--- src/rtl/arithmetic_unit_seq.sv ---
// Multi-cycle arithmetic unit: single-cycle ADD/SUB/SLT/SLTU with a registered result,
// plus iterative shift-add multiply and restoring divide/remainder.
module arithmetic_unit_seq #(
   parameter int WIDTH = 32,
   localparam int CNT_W = $clog2(WIDTH + 1)
) (
   input  logic             clk,
   input  logic             reset,
   input  logic             start,
   input  logic [3:0]       op,
   input  logic [WIDTH-1:0] a,
   input  logic [WIDTH-1:0] b,
   output logic             busy,
   output logic             done,
   output logic [WIDTH-1:0] result,
   output logic             overflow,
   output logic             div_by_zero
);

   localparam logic [3:0] OP_ADD  = 4'b0000;
   localparam logic [3:0] OP_SUB  = 4'b0010;
   localparam logic [3:0] OP_SLT  = 4'b1010;
   localparam logic [3:0] OP_SLTU = 4'b1011;
   localparam logic [3:0] OP_DIVU = 4'b0110;
   localparam logic [3:0] OP_REMU = 4'b0111;

   typedef enum logic [1:0] {S_IDLE, S_RUN, S_DONE} state_t;

   state_t               state_q, state_d;
   logic [3:0]           op_q, op_d;
   logic [WIDTH-1:0]     opnd_q, opnd_d;
   logic [2*WIDTH-1:0]   acc_q, acc_d;
   logic [CNT_W-1:0]     cnt_q, cnt_d;
   logic [WIDTH-1:0]     result_q, result_d;
   logic                 ovf_q, ovf_d;
   logic                 dbz_q, dbz_d;

   logic                 is_mul_op, is_div_op;
   logic [WIDTH-1:0]     add_sum;
   logic [WIDTH:0]       sub_full;
   logic signed [WIDTH-1:0] a_s, b_s;
   logic [WIDTH-1:0]     imm_result;
   logic                 imm_ovf;
   logic [WIDTH:0]       mul_sum;
   logic [2*WIDTH-1:0]   mul_next;
   logic [WIDTH:0]       rem_sh;
   logic                 no_borrow;
   logic [WIDTH-1:0]     rem_diff;
   logic [2*WIDTH-1:0]   div_next;

   assign is_mul_op = (op[3:1] == 3'b010);
   assign is_div_op = (op[3:1] == 3'b011);
   assign a_s       = a;
   assign b_s       = b;

   // Single-cycle results; the DIVU/REMU entries are only used for a zero divisor.
   always_comb begin
      add_sum    = a + b;
      sub_full   = {1'b0, a} + {1'b0, ~b} + {{WIDTH{1'b0}}, 1'b1};
      imm_result = '0;
      imm_ovf    = 1'b0;
      case (op)
         OP_ADD: begin
            imm_result = add_sum;
            imm_ovf    = (a[WIDTH-1] == b[WIDTH-1]) && (add_sum[WIDTH-1] != a[WIDTH-1]);
         end
         OP_SUB: begin
            imm_result = sub_full[WIDTH-1:0];
            imm_ovf    = (a[WIDTH-1] != b[WIDTH-1]) && (sub_full[WIDTH-1] != a[WIDTH-1]);
         end
         OP_SLT:  imm_result = {{(WIDTH-1){1'b0}}, (a_s < b_s)};
         OP_SLTU: imm_result = {{(WIDTH-1){1'b0}}, ~sub_full[WIDTH]};
         OP_DIVU: imm_result = '1;
         OP_REMU: imm_result = a;
         default: ;
      endcase
   end

   // One iteration step: acc holds {hi, multiplier} for MUL and {rem, quot} for DIV.
   always_comb begin
      mul_sum   = {1'b0, acc_q[2*WIDTH-1:WIDTH]} + {1'b0, {WIDTH{acc_q[0]}} & opnd_q};
      mul_next  = {mul_sum, acc_q[WIDTH-1:1]};
      rem_sh    = acc_q[2*WIDTH-1:WIDTH-1];
      no_borrow = (rem_sh >= {1'b0, opnd_q});
      rem_diff  = rem_sh[WIDTH-1:0] - opnd_q;
      div_next  = no_borrow ? {rem_diff, acc_q[WIDTH-2:0], 1'b1}
                            : {rem_sh[WIDTH-1:0], acc_q[WIDTH-2:0], 1'b0};
   end

   always_comb begin
      state_d  = state_q;
      op_d     = op_q;
      opnd_d   = opnd_q;
      acc_d    = acc_q;
      cnt_d    = cnt_q;
      result_d = result_q;
      ovf_d    = ovf_q;
      dbz_d    = dbz_q;
      case (state_q)
         S_IDLE, S_DONE: begin
            state_d = S_IDLE;
            if (start) begin
               ovf_d = 1'b0;
               dbz_d = 1'b0;
               if (is_mul_op || (is_div_op && (b != '0))) begin
                  op_d    = op;
                  opnd_d  = is_mul_op ? a : b;
                  acc_d   = {{WIDTH{1'b0}}, (is_mul_op ? b : a)};
                  cnt_d   = '0;
                  state_d = S_RUN;
               end else begin
                  result_d = imm_result;
                  ovf_d    = imm_ovf;
                  dbz_d    = is_div_op;
                  state_d  = S_DONE;
               end
            end
         end
         S_RUN: begin
            cnt_d = cnt_q + CNT_W'(1);
            acc_d = op_q[1] ? div_next : mul_next;
            if (cnt_q == CNT_W'(WIDTH - 1)) begin
               state_d  = S_DONE;
               result_d = op_q[0] ? acc_d[2*WIDTH-1:WIDTH] : acc_d[WIDTH-1:0];
            end
         end
         default: state_d = S_IDLE;
      endcase
   end

   always_ff @(posedge clk or posedge reset) begin
      if (reset) begin
         state_q  <= S_IDLE;
         op_q     <= '0;
         opnd_q   <= '0;
         acc_q    <= '0;
         cnt_q    <= '0;
         result_q <= '0;
         ovf_q    <= 1'b0;
         dbz_q    <= 1'b0;
      end else begin
         state_q  <= state_d;
         op_q     <= op_d;
         opnd_q   <= opnd_d;
         acc_q    <= acc_d;
         cnt_q    <= cnt_d;
         result_q <= result_d;
         ovf_q    <= ovf_d;
         dbz_q    <= dbz_d;
      end
   end

   assign busy        = (state_q == S_RUN);
   assign done        = (state_q == S_DONE);
   assign result      = result_q;
   assign overflow    = ovf_q;
   assign div_by_zero = dbz_q;

endmodule

--- config.mk ---
export PLATFORM = sky130hd
export DESIGN_NAME = arithmetic_unit_seq
export DESIGN_NICKNAME = d
export VERILOG_FILES = /design/src/rtl/arithmetic_unit_seq.sv
export SDC_FILE = /design/constraint.sdc
export NUM_CORES = 1
export LEC_CHECK = 0
export ABC_AREA = 0
export BUFFER_PORTS_ARGS = -buffer_cell sky130_fd_sc_hd__buf_2
export CORE_UTILIZATION = 40
export DETAILED_ROUTE_END_ITERATION = 10
export MAX_ROUTING_LAYER = met4
export SYNTH_ARGS = -nofsm -noshare
export SYNTH_HDL_FRONTEND = slang
export SYNTH_SLANG_ARGS = --single-unit
--- constraint.sdc ---
create_clock -name clk -period 7.2 [get_ports clk]
set_input_delay 2.16 -clock clk [delete_from_list [all_inputs] [get_ports clk]]
set_output_delay 2.16 -clock clk [all_outputs]
set_load 0.1 [all_outputs]
==> Word level (Yosys, flattened, before mapping) <==
Cells that the tools add are included.
{ "word_totals": {"ff_bits": 140, "ram_bits": 0, "out_inout_bits": 36, "inputBits": 71, "wordCells": 73, "memories": 0, "latchBits": 0, "romBits": 0} }
{ "classes": {"n_mul": 0, "reduce_logical": 13, "n_bitwise": 3, "addsub": 6, "shifts": 0, "n_mux": 23, "n_div": 0, "order_cmp": 2, "n_eq_ne": 18} }
{ "ops": {"columns": ["operator", "count"], "rows": [
  ["64-bit two-way mux", 4],
  ["32-bit two-way mux", 6],
  ["32-bit one-hot mux with 6 select lines", 1],
  ["64-bit one-hot mux with 2 select lines", 1],
  ["32-bit by 32-bit adder with 33-bit output", 2],
  ["32-bit one-hot mux with 2 select lines", 1],
  ["33-bit by 1-bit adder with 33-bit output, second input constant", 1],
  ["33-bit by 32-bit greater-or-equal comparator with 1-bit output", 1],
  ["32-bit adder", 1],
  ["32-bit AND", 1],
  ["32-bit < comparator", 1],
  ["32-bit inverter", 1],
  ["32-bit nonzero test", 1],
  ["32-bit subtractor", 1],
  ["6-bit two-way mux", 2],
  ["6-bit one-hot mux with 2 select lines", 1],
  ["4-bit by 3-bit equality test with 1-bit output, second input constant", 2],
  ["4-bit equality test, second input constant", 2],
  ["6-bit by 1-bit adder with 6-bit output, second input constant", 1],
  ["3-bit by 2-bit equality test with 1-bit output, second input constant", 2],
  ["6-bit by 5-bit equality test with 1-bit output, second input constant", 1],
  ["2-bit two-way mux", 3],
  ["2-bit inequality test, second input constant", 3],
  ["3-bit AND reduction", 2],
  ["18 further kinds", 23]
]} }

==> Depth between registers and ports, before layout <==
{ "logic_depth": {"word_depth": 8, "mapped_depth": 15, "mapped_depth_nobuf": 14} }

==> Worst setup path after synthesis <==
No wires, ideal clock.
{ "synth_timing": {"path_kind": "input port to flip-flop", "start": "in a[0]", "end": "reg result_q[28] (netlist: result[28])", "slack_ns": 2.321, "required_ns": 7.123, "arrival_time_ns": 4.802, "setup_time_ns": 0.077, "path_stages": 14, "n_path_buf": 0, "cell_sequence": "inv_1 > ha_1 > inv_1 > fa_1 > a21o_1 > a221oi_1 > a221oi_1 > or2_2 > o2111ai_1 > nand2_1 > a21oi_1 > nand4_1 > a2111o_1 > o21ai_1"} }
{ "synth_between": {"elab_chain_cells": 6, "elab_cells_between_ends": 7, "classes_between": "add/sub: 3; mux: 4"} }
{ "synth_lines": {"columns": ["element", "line", "source"], "rows": [
  ["from (decl)", "11", "input logic [WIDTH-1:0] a,"],
  ["32-bit by 32-bit adder with 33-bit output", "59", "sub_full = {1'b0, a} + {1'b0, ~b} + {{WIDTH{1'b0}}, 1'b1};"],
  ["33-bit by 1-bit adder with 33-bit output", "59", null],
  ["32-bit one-hot mux with 6 select lines *", "62", "case (op)"],
  ["32-bit two-way mux *", "105", "if (is_mul_op || (is_div_op && (b != '0))) begin"],
  ["32-bit two-way mux *", "102", "if (start) begin"],
  ["32-bit one-hot mux with 2 select lines *", "99", "case (state_q)"],
  ["to (signal assigned)", "147", "result_q <= result_d;"],
  ["to (decl)", "34", "logic [WIDTH-1:0] result_q, result_d;"]
]} }
Mark *: on every way between the ends. The rest lies on a longest branch, timed or not. The select of a mux whose other input is x is not followed.
A chain may end at the register's enable or synchronous reset.

==> Worst setup path after layout <==
{ "layout_timing": {"start": "in b[11]", "end": "reg result_q[25] (netlist: result[25])"} }
{ "layout_between": {"elab_chain_cells": 7, "elab_cells_between_ends": 13, "classes_between": "add/sub: 3; eq/ne: 1; mux: 4; bitwise: 1; reduce/logical: 4"} }
{ "layout_lines": {"columns": ["element", "line", "source"], "rows": [
  ["from (decl)", "12", "input logic [WIDTH-1:0] b,"],
  ["32-bit inverter", "59", null],
  ["32-bit by 32-bit adder with 33-bit output", "59", null],
  ["33-bit by 1-bit adder with 33-bit output", "59", null],
  ["32-bit one-hot mux with 6 select lines", "62", null],
  ["32-bit two-way mux", "105", null],
  ["32-bit two-way mux", "102", null],
  ["32-bit one-hot mux with 2 select lines", "99", null]
]} }
Several ways; a longest one is shown, not always the timed one. The select of a mux whose other input is x is not followed.

==> results.yml <==
global_route:
  grt_pass1_wl_um: 85000
  grt_max_degree: 90
  grt_pass1_vias: 14400
  antenna_found_initial: 0
  grt.total_usage_pct: 28.9
  overflow: 0
critical_path:
  start_kind: "input port"
  cp_slowest_stage_delay_ns: 0.41
  cp.arrival_ns: 5.47
  slowest_stage: "a2111oi_0"
  crit_family: "compound AO/OA/AOI/OAI gates"
  crit_path_end_kind: "flip-flop"
  crit_buf_inv: 2
  crit_required_ns: 7.51
  cp_cell_sequence: "buf_2 > inv_1 > ha_1 > nor2_1 > nand2_1 > or3_1 > o31a_1 > a211o_1 > a31o_2 > a2111oi_0 > a221oi_1 > mux2i_1 > o211ai_1"
  cp_max_fo: 8
  criticalPathCategory: "input port to flip-flop"
timing:
  rsz0062_at_grt: "false"
  setup_violations: 0
  layout_min_cycle_time_ns: 5.16
  finalWorstSetupSlack_ns: 2.04
  period_share_pct: 71.7
  slew_viol_final: 0
  slew_headroom_pct: 25.8
  skew_ns: 0.0126
  finalHoldViolations: 0
  setup_tns_ns: 0
  max_clock_freq_mhz: 194
  tightest_slew_ns: 1.11
drt:
  drtIter0Drc: 1122
  vias: 15500
  wl_per_cell_um: 21.6
  first_pass_iters: 5
  drc: 0
  wl_um: 55300
  ant_nets: 0
  routed_via_density: 6.05
pwr:
  seq_power_share_pct: 22.5
  power.switching_mw: 3.24
  p_leak_nw: 7.64
  switching_share_pct: 51.6
  power.share.clock_pct: 14.6
  peakVddDrop_mv: 0.192
  comb_power_share_pct: 62.8
  p_int_mw: 3.04
  p_per_area_nw_per_um2: 371
final_layout:
  drive_gt1_share_pct: 9.68
  n_fill_cell: 3887
  seq_area_um2: 3510
  multi_input_area_um2: 11100
  diodes: 0
  syn_to_final_growth_pct: 9.37
  nets: 2237
clocking:
  cts_root_buffer: "clkbuf_16"
  cts_tree: "built"
  clkSinkCount: 140
  clockBufferDepth: 2
  cts_setup_buffers: 0
  cts_buffers: 17
  clk_latency_ns: 0.44
  cts.clk_slew.worst_paths_ns: 0.06
  cts_htree_levels: 4
  cts_resized: 0
  cts_hold_buf: 0
floorplan:
  die_x_um: 199
  die_area_um2: 39400
  die_h_um: 199
  rows: 71
  coreArea_um2: 37800
  start_util_pct: 40.8
  io_pins: 107
synthesis:
  synth.avg_cell_area_um2: 7.67
  ys_types: 81
  synth-warning-count: 0
  synth_common_cells: "a21oi_1 (181), nand2_1 (173), nor2_1 (173), o21ai_0 (145), dfrtp_1 (140)"
  synth_area_leaders: "dfrtp_1 (23%), ha_1 (10%), mux2i_1 (7.1%), a21oi_1 (5.9%), o21ai_0 (4.7%)"
  synth-main-ff-cell: "dfrtp_1"
  syn_nets: 2218
  yosysMostFrequentCell: "a21oi_1"
  ys_seq_area_share_pct: 22.7
  synth-edff-count: 0
  syn-cell-area_um2: 15500
  synthArstFlopShare_pct: 100
  synth_area_leader_cell: "dfrtp_1"
  netlist.area_leader.share_pct: 22.7
  syn_inst: 2015
  ys_ff_latch: 140
place:
  gp_congestion: 0.961
  place_hpwl_um: 42600
  port_buffers: 106
  pre_cts_slack_ns: 1.66
worst_hold_path:
  hp-class: "flip-flop to flip-flop"
flow_run:
  maxCapViolCount: 0
outcome:
  status: "finished, final reports clean"
==> metrics by stage <==
stage	cell area [um^2]	total power [mW]	std cells	hold slack (ns)	util (%)
floorplan	15500	4.24	2015	0.464	-
global placement	16300	5.25	2526	0.488	43.1
detailed placement	16300	5.27	2526	0.498	43.1
CTS	16900	6.22	2557	0.505	44.7
global route	16900	6.70	2557	0.535	44.7
finish	16900	6.28	2557	0.509	44.7
==> worst reg2reg max path: cells and delay by family, from the launching register on <==
family / cells / cell delay (ns)
buf+inv: 1 / 0.06
mux: 2 / 0.54
flops: 1 / 0.39
compound gates: 3 / 1.38
simple gates: 4 / 1.89
fa+ha+maj: 1 / 0.39
==> kinds of logic (layout without fill, tap and decap cells) <==
logic type / after synthesis / count (layout) / synth area share (%)
compound gates: 676 / 676 / 28.1
xor+xnor: 78 / 78 / 4.42
fa+ha+maj: 132 / 132 / 10.9
buf+inv: 237 / 268 / 5.85
flops: 140 / 140 / 22.7
mux: 128 / 128 / 8.68
simple gates: 624 / 624 / 19.4
==> cell usage in the layout, fill, tap and decap left out, types with 31 or more instances in the layout <==
cell / count
buf_2: 106
o22ai_1: 31
xor2_1: 35
a21o_1: 52
and2_1: 45
dfrtp_1: 139
a21oi_1: 181
o211ai_1: 47
nor3_1: 40
ha_1: 128
nor2b_1: 47
mux2i_1: 110
nand2_1: 173
nand3_1: 35
o21ai_0: 145
xnor2_1: 43
inv_1: 113
nor2_1: 171
==> power by group through the flow <==
stage                     Combinational [mW]  Sequential, mW  Clock (mW)
after global routing                    4.30            1.45       0.957
after CTS                               3.89            1.41       0.922
final                                   3.94            1.41       0.919
after global placement                  3.83            1.42           0
after detailed placement                3.86            1.42           0
after floorplan                         2.70            1.54           0
==> final cells by class <==
class | instances | area share [%]
timing repair buffer | 120 | 3.83
tap | 511 | 3.78
inverter | 117 | 2.63
sequential | 140 | 20.7
clock buffer | 18 | 2.54
multi-input combinational | 1638 | 65.5
clock inverter | 13 | 0.984
==> sequential cells by signal (all words and copies together) (netlist names) <==
name and count:
acc_q 64, cnt_q 6, div_by_zero 1, op_q 2
opnd_q 32, overflow 1, result 32, state_q 2
==> final timing paths <==
check | startpoint | to | slack [ns] | cells after the start
worst max-delay path | b[11] | result[25] | 2.04 | 13
worst max register to register | opnd_q[27] | result[15] | 2.40 | 11
min in group asynchronous | reset | acc_q[4] | 1.89 | 2
worst min-delay path | cnt_q[2] | cnt_q[2] | 0.51 | 1
worst min register to register | cnt_q[2] | cnt_q[2] | 0.51 | 1
max in group asynchronous | reset | op_q[1] | 3.95 | 3
==> metal layers <==
layer,GRT usage [%],part of all wire [%]
met1,40.9,47
met2,43.6,45
met3,2.46,5.8
met4,8.66,2.4
met5,-,0
Power figures use the tool's default switching activity.
